==> config.mk <==
export PLATFORM = sky130hd
export DESIGN_NAME = my_axi4_lite_mst_bridge_flat
export DESIGN_NICKNAME = d
export VERILOG_FILES = /design/src/rtl/my_axi4_lite_pkg.sv /design/src/rtl/my_axi4_lite_mst_bridge_if.sv /design/src/rtl/my_axi4_lite_mst_bridge.sv /design/src/flat_wrapper.sv
export SDC_FILE = /design/constraint.sdc
export NUM_CORES = 1
export LEC_CHECK = 0
export ABC_AREA = 1
export BUFFER_PORTS_ARGS = -buffer_cell sky130_fd_sc_hd__buf_4
export CORE_MARGIN = 2
export CORE_UTILIZATION = 50
export DETAILED_ROUTE_END_ITERATION = 16
export HOLD_SLACK_MARGIN = 0.1
export PLACE_DENSITY = 0.92
export SLEW_MARGIN = 20
export SYNTH_ARGS = -nofsm -noshare
export SYNTH_HDL_FRONTEND = slang
export SYNTH_SLANG_ARGS = --single-unit
==> constraint.sdc <==
create_clock -name i_clk -period 4.6 [get_ports i_clk]
set_input_delay 0.23 -clock i_clk [delete_from_list [all_inputs] [get_ports i_clk]]
set_output_delay 0.23 -clock i_clk [all_outputs]
set_load 0.02 [all_outputs]
==> src/rtl/my_axi4_lite_pkg.sv <==
// Shared AXI4-Lite types and constants for the bridge and its bus interface.
package my_axi4_lite_pkg;

  localparam int unsigned AXI4_LITE_DATA_BIT_WIDTH = 32;

  typedef enum logic [1:0] {
    OKAY   = 2'd0,
    EXOKAY = 2'd1,
    SLVERR = 2'd2,
    DECERR = 2'd3
  } resp_t;

endpackage

==> src/rtl/my_axi4_lite_mst_bridge_if.sv <==
// AXI4-Lite five-channel bus bundle with master and slave views.
interface axi4_lite_if #(
  parameter int unsigned ADDR_BIT_WIDTH = 4,
  parameter int unsigned DATA_BIT_WIDTH = 32
);
  import my_axi4_lite_pkg::*;

  localparam int unsigned STRB_BIT_WIDTH = DATA_BIT_WIDTH / 8;

  logic                      awvalid;
  logic                      awready;
  logic [ADDR_BIT_WIDTH-1:0] awaddr;
  logic                      wvalid;
  logic                      wready;
  logic [DATA_BIT_WIDTH-1:0] wdata;
  logic [STRB_BIT_WIDTH-1:0] wstrb;
  logic                      bvalid;
  logic                      bready;
  resp_t                     bresp;
  logic                      arvalid;
  logic                      arready;
  logic [ADDR_BIT_WIDTH-1:0] araddr;
  logic                      rvalid;
  logic                      rready;
  logic [DATA_BIT_WIDTH-1:0] rdata;
  resp_t                     rresp;

  modport mst_port (
    output awvalid, awaddr, wvalid, wdata, wstrb, bready, arvalid, araddr, rready,
    input  awready, wready, bvalid, bresp, arready, rvalid, rdata, rresp
  );

  modport slv_port (
    input  awvalid, awaddr, wvalid, wdata, wstrb, bready, arvalid, araddr, rready,
    output awready, wready, bvalid, bresp, arready, rvalid, rdata, rresp
  );

endinterface

==> src/rtl/my_axi4_lite_mst_bridge.sv <==
// AXI4-Lite master: one command in, one AXI transaction out, one response back.
// Single outstanding transaction; every AXI output comes straight from a flop.
module my_axi4_lite_mst_bridge
  import my_axi4_lite_pkg::*;
#(
  parameter int unsigned ADDR_BIT_WIDTH = 4,
  parameter int unsigned DATA_BIT_WIDTH = AXI4_LITE_DATA_BIT_WIDTH
) (
  input  logic                        i_clk,
  input  logic                        i_async_rst,
  input  logic                        i_cmd_valid,
  output logic                        o_cmd_ready,
  input  logic                        i_cmd_wr,
  input  logic [ADDR_BIT_WIDTH-1:0]   i_cmd_addr,
  input  logic [DATA_BIT_WIDTH-1:0]   i_cmd_wdata,
  input  logic [DATA_BIT_WIDTH/8-1:0] i_cmd_wstrb,
  output logic                        o_rsp_valid,
  input  logic                        i_rsp_ready,
  output logic                        o_rsp_wr,
  output logic [DATA_BIT_WIDTH-1:0]   o_rsp_rdata,
  output resp_t                       o_rsp_resp,
  axi4_lite_if.mst_port               if_m_axi4_lite
);

  localparam int unsigned STRB_BIT_WIDTH = DATA_BIT_WIDTH / 8;

  // Parameter consistency with the attached bus.
  if (ADDR_BIT_WIDTH != if_m_axi4_lite.ADDR_BIT_WIDTH) begin : g_addr_width_err
    $error("my_axi4_lite_mst_bridge: ADDR_BIT_WIDTH differs from interface");
  end
  if (DATA_BIT_WIDTH != if_m_axi4_lite.DATA_BIT_WIDTH) begin : g_data_width_err
    $error("my_axi4_lite_mst_bridge: DATA_BIT_WIDTH differs from interface");
  end
  if (DATA_BIT_WIDTH != AXI4_LITE_DATA_BIT_WIDTH) begin : g_data_width_32_err
    $error("my_axi4_lite_mst_bridge: only 32-bit data is supported");
  end

  typedef enum logic [2:0] {
    IDLE    = 3'd0,
    WR_AW_W = 3'd1,
    WR_B    = 3'd2,
    RD_AR   = 3'd3,
    RD_R    = 3'd4,
    RSP     = 3'd5
  } state_t;

  state_t                    state_q,     state_d;
  logic                      awvalid_q,   awvalid_d;
  logic                      wvalid_q,    wvalid_d;
  logic                      bready_q,    bready_d;
  logic                      arvalid_q,   arvalid_d;
  logic                      rready_q,    rready_d;
  logic                      aw_done_q,   aw_done_d;
  logic                      w_done_q,    w_done_d;
  logic [ADDR_BIT_WIDTH-1:0] addr_q,      addr_d;
  logic [DATA_BIT_WIDTH-1:0] wdata_q,     wdata_d;
  logic [STRB_BIT_WIDTH-1:0] wstrb_q,     wstrb_d;
  logic                      rsp_valid_q, rsp_valid_d;
  logic                      rsp_wr_q,    rsp_wr_d;
  logic [DATA_BIT_WIDTH-1:0] rsp_rdata_q, rsp_rdata_d;
  resp_t                     rsp_resp_q,  rsp_resp_d;

  logic aw_fire;
  logic w_fire;

  assign aw_fire = awvalid_q & if_m_axi4_lite.awready;
  assign w_fire  = wvalid_q  & if_m_axi4_lite.wready;

  // Next-state and next-register decode; everything holds unless a handshake moves it.
  always_comb begin
    state_d     = state_q;
    awvalid_d   = awvalid_q;
    wvalid_d    = wvalid_q;
    bready_d    = bready_q;
    arvalid_d   = arvalid_q;
    rready_d    = rready_q;
    aw_done_d   = aw_done_q;
    w_done_d    = w_done_q;
    addr_d      = addr_q;
    wdata_d     = wdata_q;
    wstrb_d     = wstrb_q;
    rsp_valid_d = rsp_valid_q;
    rsp_wr_d    = rsp_wr_q;
    rsp_rdata_d = rsp_rdata_q;
    rsp_resp_d  = rsp_resp_q;

    case (state_q)
      IDLE: begin
        if (i_cmd_valid) begin
          addr_d  = i_cmd_addr;
          wdata_d = i_cmd_wdata;
          wstrb_d = i_cmd_wstrb;
          if (i_cmd_wr) begin
            awvalid_d = 1'b1;
            wvalid_d  = 1'b1;
            aw_done_d = 1'b0;
            w_done_d  = 1'b0;
            state_d   = WR_AW_W;
          end else begin
            arvalid_d = 1'b1;
            state_d   = RD_AR;
          end
        end
      end
      WR_AW_W: begin
        // AW and W may complete in either order or together.
        if (aw_fire) awvalid_d = 1'b0;
        if (w_fire)  wvalid_d  = 1'b0;
        aw_done_d = aw_done_q | aw_fire;
        w_done_d  = w_done_q  | w_fire;
        if (aw_done_d && w_done_d) begin
          bready_d = 1'b1;
          state_d  = WR_B;
        end
      end
      WR_B: begin
        if (if_m_axi4_lite.bvalid && bready_q) begin
          bready_d    = 1'b0;
          rsp_resp_d  = if_m_axi4_lite.bresp;
          rsp_wr_d    = 1'b1;
          rsp_rdata_d = '0;
          rsp_valid_d = 1'b1;
          state_d     = RSP;
        end
      end
      RD_AR: begin
        if (arvalid_q && if_m_axi4_lite.arready) begin
          arvalid_d = 1'b0;
          rready_d  = 1'b1;
          state_d   = RD_R;
        end
      end
      RD_R: begin
        if (if_m_axi4_lite.rvalid && rready_q) begin
          rready_d    = 1'b0;
          rsp_rdata_d = if_m_axi4_lite.rdata;
          rsp_resp_d  = if_m_axi4_lite.rresp;
          rsp_wr_d    = 1'b0;
          rsp_valid_d = 1'b1;
          state_d     = RSP;
        end
      end
      RSP: begin
        if (i_rsp_ready) begin
          rsp_valid_d = 1'b0;
          state_d     = IDLE;
        end
      end
      default: state_d = IDLE;
    endcase
  end

  // State and capture registers; reset abandons any in-flight transaction.
  always_ff @(posedge i_clk or posedge i_async_rst) begin
    if (i_async_rst) begin
      state_q     <= IDLE;
      awvalid_q   <= 1'b0;
      wvalid_q    <= 1'b0;
      bready_q    <= 1'b0;
      arvalid_q   <= 1'b0;
      rready_q    <= 1'b0;
      aw_done_q   <= 1'b0;
      w_done_q    <= 1'b0;
      addr_q      <= '0;
      wdata_q     <= '0;
      wstrb_q     <= '0;
      rsp_valid_q <= 1'b0;
      rsp_wr_q    <= 1'b0;
      rsp_rdata_q <= '0;
      rsp_resp_q  <= OKAY;
    end else begin
      state_q     <= state_d;
      awvalid_q   <= awvalid_d;
      wvalid_q    <= wvalid_d;
      bready_q    <= bready_d;
      arvalid_q   <= arvalid_d;
      rready_q    <= rready_d;
      aw_done_q   <= aw_done_d;
      w_done_q    <= w_done_d;
      addr_q      <= addr_d;
      wdata_q     <= wdata_d;
      wstrb_q     <= wstrb_d;
      rsp_valid_q <= rsp_valid_d;
      rsp_wr_q    <= rsp_wr_d;
      rsp_rdata_q <= rsp_rdata_d;
      rsp_resp_q  <= rsp_resp_d;
    end
  end

  assign o_cmd_ready = (state_q == IDLE);
  assign o_rsp_valid = rsp_valid_q;
  assign o_rsp_wr    = rsp_wr_q;
  assign o_rsp_rdata = rsp_rdata_q;
  assign o_rsp_resp  = rsp_resp_q;

  assign if_m_axi4_lite.awvalid = awvalid_q;
  assign if_m_axi4_lite.awaddr  = addr_q;
  assign if_m_axi4_lite.wvalid  = wvalid_q;
  assign if_m_axi4_lite.wdata   = wdata_q;
  assign if_m_axi4_lite.wstrb   = wstrb_q;
  assign if_m_axi4_lite.bready  = bready_q;
  assign if_m_axi4_lite.arvalid = arvalid_q;
  assign if_m_axi4_lite.araddr  = addr_q;
  assign if_m_axi4_lite.rready  = rready_q;

endmodule

==> src/flat_wrapper.sv <==
// flat-port wrapper written by rule: the top's interface ports become plain ports
module my_axi4_lite_mst_bridge_flat import my_axi4_lite_pkg::*;
#(
  parameter int unsigned ADDR_BIT_WIDTH = 4,
  parameter int unsigned DATA_BIT_WIDTH = AXI4_LITE_DATA_BIT_WIDTH
)
  (i_clk, i_async_rst, i_cmd_valid, o_cmd_ready, i_cmd_wr, i_cmd_addr, i_cmd_wdata, i_cmd_wstrb, o_rsp_valid, i_rsp_ready, o_rsp_wr, o_rsp_rdata, o_rsp_resp, if_m_axi4_lite_awvalid, if_m_axi4_lite_awaddr, if_m_axi4_lite_wvalid, if_m_axi4_lite_wdata, if_m_axi4_lite_wstrb, if_m_axi4_lite_bready, if_m_axi4_lite_arvalid, if_m_axi4_lite_araddr, if_m_axi4_lite_rready, if_m_axi4_lite_awready, if_m_axi4_lite_wready, if_m_axi4_lite_bvalid, if_m_axi4_lite_bresp, if_m_axi4_lite_arready, if_m_axi4_lite_rvalid, if_m_axi4_lite_rdata, if_m_axi4_lite_rresp);
  axi4_lite_if #(.ADDR_BIT_WIDTH(ADDR_BIT_WIDTH), .DATA_BIT_WIDTH(DATA_BIT_WIDTH)) if_m_axi4_lite_i ();
  input  logic i_clk;
  input  logic i_async_rst;
  input  logic i_cmd_valid;
  output logic o_cmd_ready;
  input  logic i_cmd_wr;
  input  logic [ADDR_BIT_WIDTH-1:0] i_cmd_addr;
  input  logic [DATA_BIT_WIDTH-1:0] i_cmd_wdata;
  input  logic [DATA_BIT_WIDTH/8-1:0] i_cmd_wstrb;
  output logic o_rsp_valid;
  input  logic i_rsp_ready;
  output logic o_rsp_wr;
  output logic [DATA_BIT_WIDTH-1:0] o_rsp_rdata;
  output resp_t o_rsp_resp;
  output wire logic [$bits(if_m_axi4_lite_i.awvalid)-1:0] if_m_axi4_lite_awvalid;
  output wire logic [$bits(if_m_axi4_lite_i.awaddr)-1:0] if_m_axi4_lite_awaddr;
  output wire logic [$bits(if_m_axi4_lite_i.wvalid)-1:0] if_m_axi4_lite_wvalid;
  output wire logic [$bits(if_m_axi4_lite_i.wdata)-1:0] if_m_axi4_lite_wdata;
  output wire logic [$bits(if_m_axi4_lite_i.wstrb)-1:0] if_m_axi4_lite_wstrb;
  output wire logic [$bits(if_m_axi4_lite_i.bready)-1:0] if_m_axi4_lite_bready;
  output wire logic [$bits(if_m_axi4_lite_i.arvalid)-1:0] if_m_axi4_lite_arvalid;
  output wire logic [$bits(if_m_axi4_lite_i.araddr)-1:0] if_m_axi4_lite_araddr;
  output wire logic [$bits(if_m_axi4_lite_i.rready)-1:0] if_m_axi4_lite_rready;
  input wire logic [$bits(if_m_axi4_lite_i.awready)-1:0] if_m_axi4_lite_awready;
  input wire logic [$bits(if_m_axi4_lite_i.wready)-1:0] if_m_axi4_lite_wready;
  input wire logic [$bits(if_m_axi4_lite_i.bvalid)-1:0] if_m_axi4_lite_bvalid;
  input wire logic [$bits(if_m_axi4_lite_i.bresp)-1:0] if_m_axi4_lite_bresp;
  input wire logic [$bits(if_m_axi4_lite_i.arready)-1:0] if_m_axi4_lite_arready;
  input wire logic [$bits(if_m_axi4_lite_i.rvalid)-1:0] if_m_axi4_lite_rvalid;
  input wire logic [$bits(if_m_axi4_lite_i.rdata)-1:0] if_m_axi4_lite_rdata;
  input wire logic [$bits(if_m_axi4_lite_i.rresp)-1:0] if_m_axi4_lite_rresp;
  assign if_m_axi4_lite_awvalid = if_m_axi4_lite_i.awvalid;
  assign if_m_axi4_lite_awaddr = if_m_axi4_lite_i.awaddr;
  assign if_m_axi4_lite_wvalid = if_m_axi4_lite_i.wvalid;
  assign if_m_axi4_lite_wdata = if_m_axi4_lite_i.wdata;
  assign if_m_axi4_lite_wstrb = if_m_axi4_lite_i.wstrb;
  assign if_m_axi4_lite_bready = if_m_axi4_lite_i.bready;
  assign if_m_axi4_lite_arvalid = if_m_axi4_lite_i.arvalid;
  assign if_m_axi4_lite_araddr = if_m_axi4_lite_i.araddr;
  assign if_m_axi4_lite_rready = if_m_axi4_lite_i.rready;
  assign if_m_axi4_lite_i.awready = if_m_axi4_lite_awready;
  assign if_m_axi4_lite_i.wready = if_m_axi4_lite_wready;
  assign if_m_axi4_lite_i.bvalid = if_m_axi4_lite_bvalid;
  assign if_m_axi4_lite_i.bresp = if_m_axi4_lite_bresp;
  assign if_m_axi4_lite_i.arready = if_m_axi4_lite_arready;
  assign if_m_axi4_lite_i.rvalid = if_m_axi4_lite_rvalid;
  assign if_m_axi4_lite_i.rdata = if_m_axi4_lite_rdata;
  assign if_m_axi4_lite_i.rresp = if_m_axi4_lite_rresp;
  my_axi4_lite_mst_bridge #(.ADDR_BIT_WIDTH(ADDR_BIT_WIDTH), .DATA_BIT_WIDTH(DATA_BIT_WIDTH)) u_core (.i_clk(i_clk), .i_async_rst(i_async_rst), .i_cmd_valid(i_cmd_valid), .o_cmd_ready(o_cmd_ready), .i_cmd_wr(i_cmd_wr), .i_cmd_addr(i_cmd_addr), .i_cmd_wdata(i_cmd_wdata), .i_cmd_wstrb(i_cmd_wstrb), .o_rsp_valid(o_rsp_valid), .i_rsp_ready(i_rsp_ready), .o_rsp_wr(o_rsp_wr), .o_rsp_rdata(o_rsp_rdata), .o_rsp_resp(o_rsp_resp), .if_m_axi4_lite(if_m_axi4_lite_i));
endmodule
==> results of run 1 <==
-- tightest hold or removal path, delay by kind of cell --
kind | cells | cell delay (ns)
and+or+nand+nor | 2 | 0.11
buffers and inverters | 1 | 0.08
-- cell type report --
cell class | instances | area [um^2]
fill | 458 | 1659
clock buffer | 10 | 137.6
timing repair buffer | 210 | 1667
tap | 99 | 123.9
multi-input combinational | 301 | 1279
sequential | 86 | 2152
clock inverter | 6 | 92.59
inverter | 17 | 65.06
-- Yosys cell counts --
| cell type | n |
|---|---|
| sky130_fd_sc_hd__a21boi_0 | 1 |
| sky130_fd_sc_hd__a21oi_1 | 1 |
| sky130_fd_sc_hd__buf_2 | 15 |
| sky130_fd_sc_hd__buf_4 | 5 |
| sky130_fd_sc_hd__buf_6 | 3 |
| sky130_fd_sc_hd__clkbuf_1 | 2 |
| sky130_fd_sc_hd__clkinv_1 | 1 |
| sky130_fd_sc_hd__dfrtp_1 | 86 |
| sky130_fd_sc_hd__inv_1 | 14 |
| sky130_fd_sc_hd__inv_2 | 2 |
| sky130_fd_sc_hd__nand2_1 | 231 |
| sky130_fd_sc_hd__nand2_2 | 7 |
| sky130_fd_sc_hd__nand3_1 | 15 |
| sky130_fd_sc_hd__nand3_2 | 1 |
| sky130_fd_sc_hd__nand4_1 | 2 |
| sky130_fd_sc_hd__nor2_1 | 4 |
| sky130_fd_sc_hd__nor2_4 | 1 |
| sky130_fd_sc_hd__o21a_1 | 1 |
| sky130_fd_sc_hd__o21ai_0 | 26 |
| sky130_fd_sc_hd__o21ai_2 | 10 |
| sky130_fd_sc_hd__or2_2 | 1 |
-- metal layers --
| metal | part of all wire | GRT usage | routed length, um | vias up |
|---|---|---|---|---|
| met4 | 0.020 | 0.09227 | 224 | 0 |
| met3 | 0.074 | 0.05448 | 830 | 22 |
| met1 | 0.37 | 0.3146 | 4145 | 1747 |
| met5 | 0 | 0 | 0 | - |
| met2 | 0.54 | 0.4680 | 6018 | 169 |
| li1 | - | - | - | 1710 |
-- registers in the layout, indices dropped and copies added, names as in the netlist --
signal / count
u_core.if_m_axi4_lite.bready: 1
u_core.o_rsp_resp: 2
u_core.if_m_axi4_lite.araddr: 4
u_core.w_done_q: 1
u_core.if_m_axi4_lite.arvalid: 1
u_core.if_m_axi4_lite.wstrb: 4
u_core.o_rsp_rdata: 32
u_core.if_m_axi4_lite.rready: 1
u_core.if_m_axi4_lite.wdata: 32
u_core.o_rsp_valid: 1
u_core.if_m_axi4_lite.wvalid: 1
u_core.if_m_axi4_lite.awvalid: 1
u_core.aw_done_q: 1
u_core.o_rsp_wr: 1
u_core.state_q: 3
-- worst min path at each step --
stage,start,end,cells after the start
global placement,i_async_rst,u_core.if_m_axi4_lite.wdata[13]$_DFFE_PP0P_,2
global route,i_cmd_wdata[1],u_core.if_m_axi4_lite.wdata[1]$_DFFE_PP0P_,3
finish,i_cmd_wdata[0],u_core.if_m_axi4_lite.wdata[0]$_DFFE_PP0P_,3
CTS,i_cmd_wdata[0],u_core.if_m_axi4_lite.wdata[0]$_DFFE_PP0P_,3
detailed placement,i_async_rst,u_core.if_m_axi4_lite.wdata[13]$_DFFE_PP0P_,2
floorplan,i_cmd_addr[0],u_core.if_m_axi4_lite.araddr[0]$_DFFE_PP0P_,2
-- power groups by stage --
stage | registers (mW) | logic [mW] | clock network (mW)
3_3_place_gp | 1.32 | 1.83 | 0
3_5_place_dp | 1.34 | 1.90 | 0
4_1_cts | 1.33 | 1.93 | 0.602
6_report | 1.35 | 1.96 | 0.594
2_1_floorplan | 1.69 | 0.802 | 0
5_1_grt | 1.38 | 2.13 | 0.631
-- what timing repair did --
item / CTS / global route
hold buffers: 35 / 1
endpoints found under the hold margin: 56 / 1
gates resized for setup: 0 / 0
-- cell families (layout without fill, tap and decap cells) --
group / count (synthesis) / count (layout)
AO/OA/AOI/OAI: 39 / 39
buffers and inverters: 42 / 243
flip-flops: 86 / 86
AND/OR/NAND/NOR: 262 / 262
==> run summary, run 1 <==
## Worst setup path
* kind of cell adding the most delay to the critical path: buffers and inverters
* endpoint class of the critical path: register
* CP Capture Point: u_core.if_m_axi4_lite.awvalid$_DFFE_PP0P_
* FF-to-FF setup slack: 2.45 ns
* arrival time worst endpoint: 2.42 ns
* Crit Reg-Reg Startpoint: u_core.state_q[0]$_DFFE_PP0P_
* endpoint of the worst register-to-register path: u_core.if_m_axi4_lite.awvalid$_DFFE_PP0P_
* required time of the worst setup path: 4.87 ns
* cell count of the worst reg-to-reg path: 8
* Max FO, Critical Path: 42
* critical path's slowest cell: sky130_fd_sc_hd__inv_2
* most used cell, CP: sky130_fd_sc_hd__nand2_1
* total buffers and inverters traversed by the critical path: 3
* Crit Path Category: register to register
* Max stage delay on crit path: 0.57 ns
* cells along the critical path: nor2_4 > nand2_1 > inv_2 > nand2_1 > buf_4 > inv_2 > nand3_1 > nand2_1
* category of the worst setup path launch point: register
* Stages on worst setup path: 8
* launching instance or port of the critical path: u_core.state_q[0]$_DFFE_PP0P_

## Global route
* total grt overflow: 0
* global router's overall resource usage: 0.2625
* pin count of the biggest net entering global routing: 65
* initial antenna violation count: 0
* global-route wire length before repair: 16,090 um
* via count of the first global-routing pass: 3,408

## Power
* PwrDens: 707.4 nW/um^2
* Clk pwr share: 0.152
* reported leakage power: 2.987 nW
* cell-internal power: 2.169 mW
* combinational share of power: 0.502
* IR drop worst, VDD: 0.0004160 V
* switching portion of total power: 0.4443
* Switch Pwr: 1.734 mW
* register share of total power: 0.345
* Final Total Pwr: 3.903 mW

## STA
* number of pins exceeding their max-slew limit in the final report: 0
* maximum clock frequency: 464.6 MHz
* final setup violating endpoints: 0
* Final WS setup: 2.448 ns
* transition time of the tightest slew-check pin: 0.9104 ns
* part of the cycle the worst path needs: 0.4679
* total negative slack: 0 ns
* final critical-path required period: 2.152 ns
* number of failing hold endpoints at the final stage: 0
* setup skew after layout: 0.01281 ns
* Hold Slack: 0.1067 ns
* unrepaired setup endpoints after global routing: no
* Rel. slew slack: 0.3893

## Floorplan
* core box area: 7176 um^2
* Top Ports: 172
* Die ar.: 7996 um^2
* number of rows in the core area: 31
* Starting Density: 0.5085
* Horiz. Die Dim: 89.42 um
* vertical die dimension: 89.42 um

## Synth
* XOR/XNOR Fraction of Synth Area: 0
* count of state elements after synthesis: 86
* Synth Area in Adders: 0
* Mapped Nets: 515
* largest family of logic cells by synthesized area: simple AND/OR/NAND/NOR gates
* synthesized area per cell: 8.505 um^2
* share of the synthesized area in the top cell type: 0.5898
* Synthesis Warnings: 0
* Post-Synth Simple-Gate Area: 0.2853
* combined area of all synthesized cells: 3648 um^2
* biggest area contributors in the synthesized netlist: sky130_fd_sc_hd__dfrtp_1 59%, sky130_fd_sc_hd__nand2_1 24%, sky130_fd_sc_hd__o21ai_0 3.6%
* count of cell types in the netlist: 21
* top cell type by total area after synthesis: sky130_fd_sc_hd__dfrtp_1
* Compound-Gate Fraction of Synth Area: 0.06516
* number of instances in the synthesized netlist: 429
* fraction of the yosys area taken by sequential cells: 0.5898
* share of synthesized area spent on multiplexers: 0

## Placed design
* post-DP HPWL: 7170 um
* number of I/O port buffers: 171
* Setup WS pre-CTS: 2.493 ns
* Area after DPL: 4926 um^2
* number of cells after detailed placement: 677
* routability congestion estimate from global placement: 0.7972

## Run
* max-cap viol count: 0

## Cells and area
* Layout Area Growth over Synthesis: 51.20%
* Final Cell Area: 5517 um^2
* nets@finish: 711
* leading cell type in the layout, fill and taps excluded: sky130_fd_sc_hd__nand2_1
* antenna cell count: 0
* Layout Cells excl Fill: 729
* highest-count cells in the layout ignoring fill and taps: 231 x sky130_fd_sc_hd__nand2_1, 174 x sky130_fd_sc_hd__buf_4, 86 x sky130_fd_sc_hd__dfrtp_1
* share of final-layout standard cells stronger than drive strength 1: 0.3381
* core occupancy in the finished layout: 0.7688

## Route
* routed wire length: 11,220 um
* 1st-pass router iterations: 4
* wire length per cell: 15.39 um
* number of DRC markers after the initial detailed-route iteration: 182
* via count normalized by instance count: 5.004
* drt drc: 0
* total number of vias: 3,648
* Routed Antenna Nets: 0

## Clock tree
* buffer depth of the longest clock path: 2
* clk root buf: sky130_fd_sc_hd__clkbuf_8
* number of H-tree levels: 3
* Reg clk slew, reported paths: 0.09 ns
* sink count of the clock tree: 86
* Post-CTS Setup Bufs: 0
* latest clock arrival within the worst-skew pair: 0.35 ns
* number of buffers created by CTS: 9
* clock tree from TritonCTS: yes

## Status
* status: completed

## Min path
* Hold/Removal Path Class: primary input to register

(Power assumes the default switching activity.)
==> inputs of run 2 (changes only) <==
- CORE_UTILIZATION: 50 -> 42
- PLACE_DENSITY: 0.92 -> 0.83
- clock period: 4.6 -> 1.9 ns (I/O delays scaled with it)
==> run summary, run 2 (synthesis results as in run 1) <==
## Cells and area
* Final Cell Area: 6003 um^2
* Layout Area Growth over Synthesis: 64.54%
* highest-count cells in the layout ignoring fill and taps: 231 x sky130_fd_sc_hd__nand2_1, 176 x sky130_fd_sc_hd__buf_4, 86 x sky130_fd_sc_hd__dfrtp_1
* leading cell type in the layout, fill and taps excluded: sky130_fd_sc_hd__nand2_1
* antenna cell count: 0
* nets@finish: 759
* share of final-layout standard cells stronger than drive strength 1: 0.3215

## STA
* maximum clock frequency: 592.5 MHz
* setup skew after layout: 0.008337 ns
* number of pins exceeding their max-slew limit in the final report: 0
* part of the cycle the worst path needs: 0.8883
* final setup violating endpoints: 0
* Rel. slew slack: 0.6991
* unrepaired setup endpoints after global routing: no
* final critical-path required period: 1.688 ns
* total negative slack: 0 ns
* transition time of the tightest slew-check pin: 0.4514 ns
* number of failing hold endpoints at the final stage: 0

## Route
* routed wire length: 10,840 um
* via count normalized by instance count: 4.760
* Routed Antenna Nets: 0
* number of DRC markers after the initial detailed-route iteration: 168
* 1st-pass router iterations: 5
* wire length per cell: 13.79 um
* drt drc: 0
* total number of vias: 3,741

## Global route
* via count of the first global-routing pass: 3,755
* global router's overall resource usage: 0.2309
* met1 track demand over resource in global routing: 0.2525
* initial antenna violation count: 0
* GR Layer Usage met3: 0.04029
* pin count of the biggest net entering global routing: 87
* global-route wire length before repair: 17,710 um
* most crowded layer after global routing: met2
* met2 Usage GRT: 0.4327
* total grt overflow: 0

## Placed design
* Area after DPL: 5015 um^2
* post-DP HPWL: 6605 um
* routability congestion estimate from global placement: 0.8874
* number of I/O port buffers: 171

## Floorplan
* Top Ports: 172
* core box area: 8551 um^2
* vertical die dimension: 97.21 um
* number of rows in the core area: 34
* Die ar.: 9449 um^2
* Horiz. Die Dim: 97.21 um
* Starting Density: 0.4267

## Worst setup path
* Max FO, Critical Path: 16
* cell count of the worst reg-to-reg path: 6
* required time of the worst setup path: 2.12 ns
* arrival time worst endpoint: 1.91 ns
* Crit Path Category: register to register
* category of the worst setup path launch point: register
* endpoint class of the critical path: register
* FF-to-FF setup slack: 0.21 ns

## Min path
* instance count along the most critical hold path: 5
* Hold/Removal Path Class: primary input to register

## Clock tree
* latest clock arrival within the worst-skew pair: 0.34 ns
* buffer depth of the longest clock path: 2
* sink count of the clock tree: 86
* Reg clk slew, reported paths: 0.09 ns
* number of H-tree levels: 3
* clock tree from TritonCTS: yes
* number of buffers created by CTS: 9
* post-cts gate resize count: 0
* clk root buf: sky130_fd_sc_hd__clkbuf_8

## Power
* reported leakage power: 3.180 nW
* PwrDens: 1559 nW/um^2
* IR drop worst, VDD: 0.001119 V

## Run
* max-cap viol count: 0

## Status
* status: completed

-- run 2: metrics by stage --
step	worst slack (ns)	total power, mW	hold WS, ns	std cells	utilization
after floorplan	0.5016	6.030	0.2046	429	-
after global placement	0.3366	7.761	0.2566	691	0.5865
after detailed placement	0.2825	7.914	0.2679	691	0.5865
after CTS	0.2509	9.350	0.1576	786	0.7021
after global routing	0.09439	9.963	0.1978	786	0.7021
final	0.2123	9.358	0.1729	786	0.7021
-- run 2: final timing paths --
path                                                    start                                     endpoint
max in group asynchronous                         i_async_rst  u_core.if_m_axi4_lite.araddr[0]$_DFFE_PP0P_
min in group asynchronous                         i_async_rst    u_core.if_m_axi4_lite.arvalid$_DFFE_PP0P_
worst max register to register  u_core.state_q[0]$_DFFE_PP0P_            u_core.o_rsp_rdata[5]$_DFFE_PP0P_
worst max-delay path            u_core.state_q[0]$_DFFE_PP0P_            u_core.o_rsp_rdata[5]$_DFFE_PP0P_
worst min register to register   u_core.aw_done_q$_DFFE_PP0P_                 u_core.aw_done_q$_DFFE_PP0P_
worst min-delay path                   if_m_axi4_lite_arready     u_core.if_m_axi4_lite.rready$_DFFE_PP0P_
-- run 2: area by class of cell --
cell class                      count  area [um^2]
Clock buffer                        9        123.9
Clock inverter                      7        73.82
Fill cell                         609         2547
Inverter                           17        67.56
Multi-Input combinational cell    301         1279
Sequential cell                    86         2152
Tap cell                          108        135.1
Timing Repair Buffer              258         2172
-- run 2: timing repair --
action	CTS	global route
buffers inserted	0	0
hold buffers	79	0
endpoints found under the hold margin	164	0
-- run 2: layer usage --
| metal | routed length (um) | up-vias |
|---|---|---|
| met5 | 0 | - |
| met4 | 435 | 0 |
| met3 | 510 | 36 |
| met2 | 5897 | 143 |
| met1 | 3997 | 1757 |
| li1 | - | 1805 |
-- run 2: worst max-delay path, stage by stage, from the launching register on --
cell and delay, ns:
sky130_fd_sc_hd__dfrtp_1 0.55, sky130_fd_sc_hd__inv_1 0.12, sky130_fd_sc_hd__nand4_1 0.20, sky130_fd_sc_hd__nand3_2 0.24, sky130_fd_sc_hd__buf_4 0.27, sky130_fd_sc_hd__nand2_1 0.09
sky130_fd_sc_hd__o21ai_0 0.09
-- run 2: report_power, final --
group	switching [mW]	internal [mW]
Combinational	2.89	1.97
Clock	0.665	0.609
Sequential	0.564	2.66
==> inputs of run 3 (changes only) <==
==> constraint.sdc (replaced) <==
create_clock -name i_clk -period 1.9 [get_ports i_clk]
set_input_delay 0 -clock i_clk [delete_from_list [all_inputs] [get_ports i_clk]]
set_output_delay 0 -clock i_clk [all_outputs]
set_load 0.02 [all_outputs]
==> run summary, run 3 (synthesis results as in run 1) <==
## STA
* number of failing hold endpoints at the final stage: 0
* setup skew after layout: 0.008983 ns
* unrepaired setup endpoints after global routing: no
* final setup violating endpoints: 0
* part of the cycle the worst path needs: 0.8759
* Rel. slew slack: 0.6988
* final critical-path required period: 1.664 ns
* total negative slack: 0 ns
* transition time of the tightest slew-check pin: 0.4518 ns
* Hold Slack: 0.1139 ns
* maximum clock frequency: 600.9 MHz
* number of pins exceeding their max-slew limit in the final report: 0

## Placed design
* post-DP HPWL: 6605 um
* number of cells after detailed placement: 691
* number of I/O port buffers: 171
* Area after DPL: 5015 um^2
* routability congestion estimate from global placement: 0.8874

## Cells and area
* share of final-layout standard cells stronger than drive strength 1: 0.3201
* leading cell type in the layout, fill and taps excluded: sky130_fd_sc_hd__nand2_1
* Reg area: 2152 um^2
* Layout Area Growth over Synthesis: 65.36%
* Final Cell Area: 6033 um^2
* highest-count cells in the layout ignoring fill and taps: 231 x sky130_fd_sc_hd__nand2_1, 176 x sky130_fd_sc_hd__buf_4, 86 x sky130_fd_sc_hd__dfrtp_1
* nets@finish: 762
* footprint of the multi-input gates: 1279 um^2
* Layout Cells excl Fill: 789
* antenna cell count: 0
* Filler Cell Count: 606

## Global route
* global router's overall resource usage: 0.2323
* global-route wire length before repair: 17,810 um
* initial antenna violation count: 0
* via count of the first global-routing pass: 3,782
* total grt overflow: 0
* pin count of the biggest net entering global routing: 87

## Route
* 1st-pass router iterations: 6
* routed wire length: 10,930 um
* wire length per cell: 13.85 um
* drt drc: 0
* via count normalized by instance count: 4.772
* Routed Antenna Nets: 0
* number of DRC markers after the initial detailed-route iteration: 160
* total number of vias: 3,765

## Clock tree
* buffer depth of the longest clock path: 2
* number of buffers created by CTS: 9
* clock tree from TritonCTS: yes
* number of H-tree levels: 3
* clk root buf: sky130_fd_sc_hd__clkbuf_8
* sink count of the clock tree: 86
* latest clock arrival within the worst-skew pair: 0.35 ns
* Reg clk slew, reported paths: 0.09 ns
* Post-CTS Setup Bufs: 0

## Power
* Final Total Pwr: 9.365 mW
* reported leakage power: 3.192 nW
* PwrDens: 1552 nW/um^2
* IR drop worst, VDD: 0.0009938 V

## Run
* max-cap viol count: 0

## Floorplan
* Starting Density: 0.4267
* number of rows in the core area: 34
* Die ar.: 9449 um^2
* core box area: 8551 um^2
* Horiz. Die Dim: 97.21 um
* vertical die dimension: 97.21 um
* Top Ports: 172

## Status
* status: completed

## Worst setup path
* arrival time worst endpoint: 1.89 ns
* Max FO, Critical Path: 16
* category of the worst setup path launch point: register
* Crit Path Category: register to register
* endpoint class of the critical path: register
* required time of the worst setup path: 2.12 ns

## Min path
* Hold/Removal Path Class: primary input to register

## run 3: cell count changes in the layout (fill, tap and decap cells not counted), sizes merged
cell	previous run	this run
dlygate4sd3	79	82
## run 3: what timing repair did
action	4_1_cts	5_1_grt
gates resized for setup	0	0
hold buffers	82	0
endpoints found under the hold margin	168	0
## run 3: report_power, final
group	total (mW)	switching [mW]	internal, mW
Clock	1.27	0.662	0.609
Combinational	4.87	2.90	1.98
Sequential	3.22	0.564	2.66
Total	9.36	4.12	5.24
## run 3: final cells by class
| cell class | instances | share of cell area |
|---|---|---|
| flip-flops and latches | 86 | 0.3567 |
| clock buffers | 9 | 0.02053 |
| clock inverters | 7 | 0.01224 |
| repair buffers | 261 | 0.3650 |
| well taps | 108 | 0.02240 |
| inverters | 17 | 0.01120 |
| multi-input cells | 301 | 0.2119 |
## run 3: layer usage
metal / global-route usage / wire (um) / vias to the layer above
met3: 0.04029 / 532 / 36
met1: 0.2525 / 4005 / 1773
met4: 0.1051 / 416 / 0
met2: 0.4375 / 5975 / 148
met5: 0 / 0 / -
li1: - / - / 1808
## run 3: metrics by stage
stage | setup slack, ns | util
after CTS | 0.2509 | 0.7056
after floorplan | 0.5016 | -
after global routing | 0.09402 | 0.7056
final | 0.2359 | 0.7056
after detailed placement | 0.2825 | 0.5865
after global placement | 0.3366 | 0.5865
## run 3: worst max-delay path, stage by stage (launching register included)
cell                      delay, ns
sky130_fd_sc_hd__dfrtp_1       0.54
sky130_fd_sc_hd__inv_1         0.11
sky130_fd_sc_hd__nand4_1       0.20
sky130_fd_sc_hd__nand3_2       0.24
sky130_fd_sc_hd__buf_4         0.27
sky130_fd_sc_hd__nand2_1       0.09
sky130_fd_sc_hd__o21ai_0       0.09
## run 3: worst paths after layout
check	slack [ns]	start	end	cells after the start
setup / recovery	0.24	u_core.state_q[0]$_DFFE_PP0P_	u_core.o_rsp_rdata[5]$_DFFE_PP0P_	6
hold / removal	0.11	i_cmd_valid	u_core.if_m_axi4_lite.arvalid$_DFFE_PP0P_	5
setup reg to reg	0.24	u_core.state_q[0]$_DFFE_PP0P_	u_core.o_rsp_rdata[5]$_DFFE_PP0P_	6
hold reg to reg	0.49	u_core.if_m_axi4_lite.wdata[27]$_DFFE_PP0P_	u_core.if_m_axi4_lite.wdata[27]$_DFFE_PP0P_	2
max in group asynchronous	1.15	i_async_rst	u_core.if_m_axi4_lite.araddr[0]$_DFFE_PP0P_	4
min in group asynchronous	0.39	i_async_rst	u_core.if_m_axi4_lite.arvalid$_DFFE_PP0P_	4
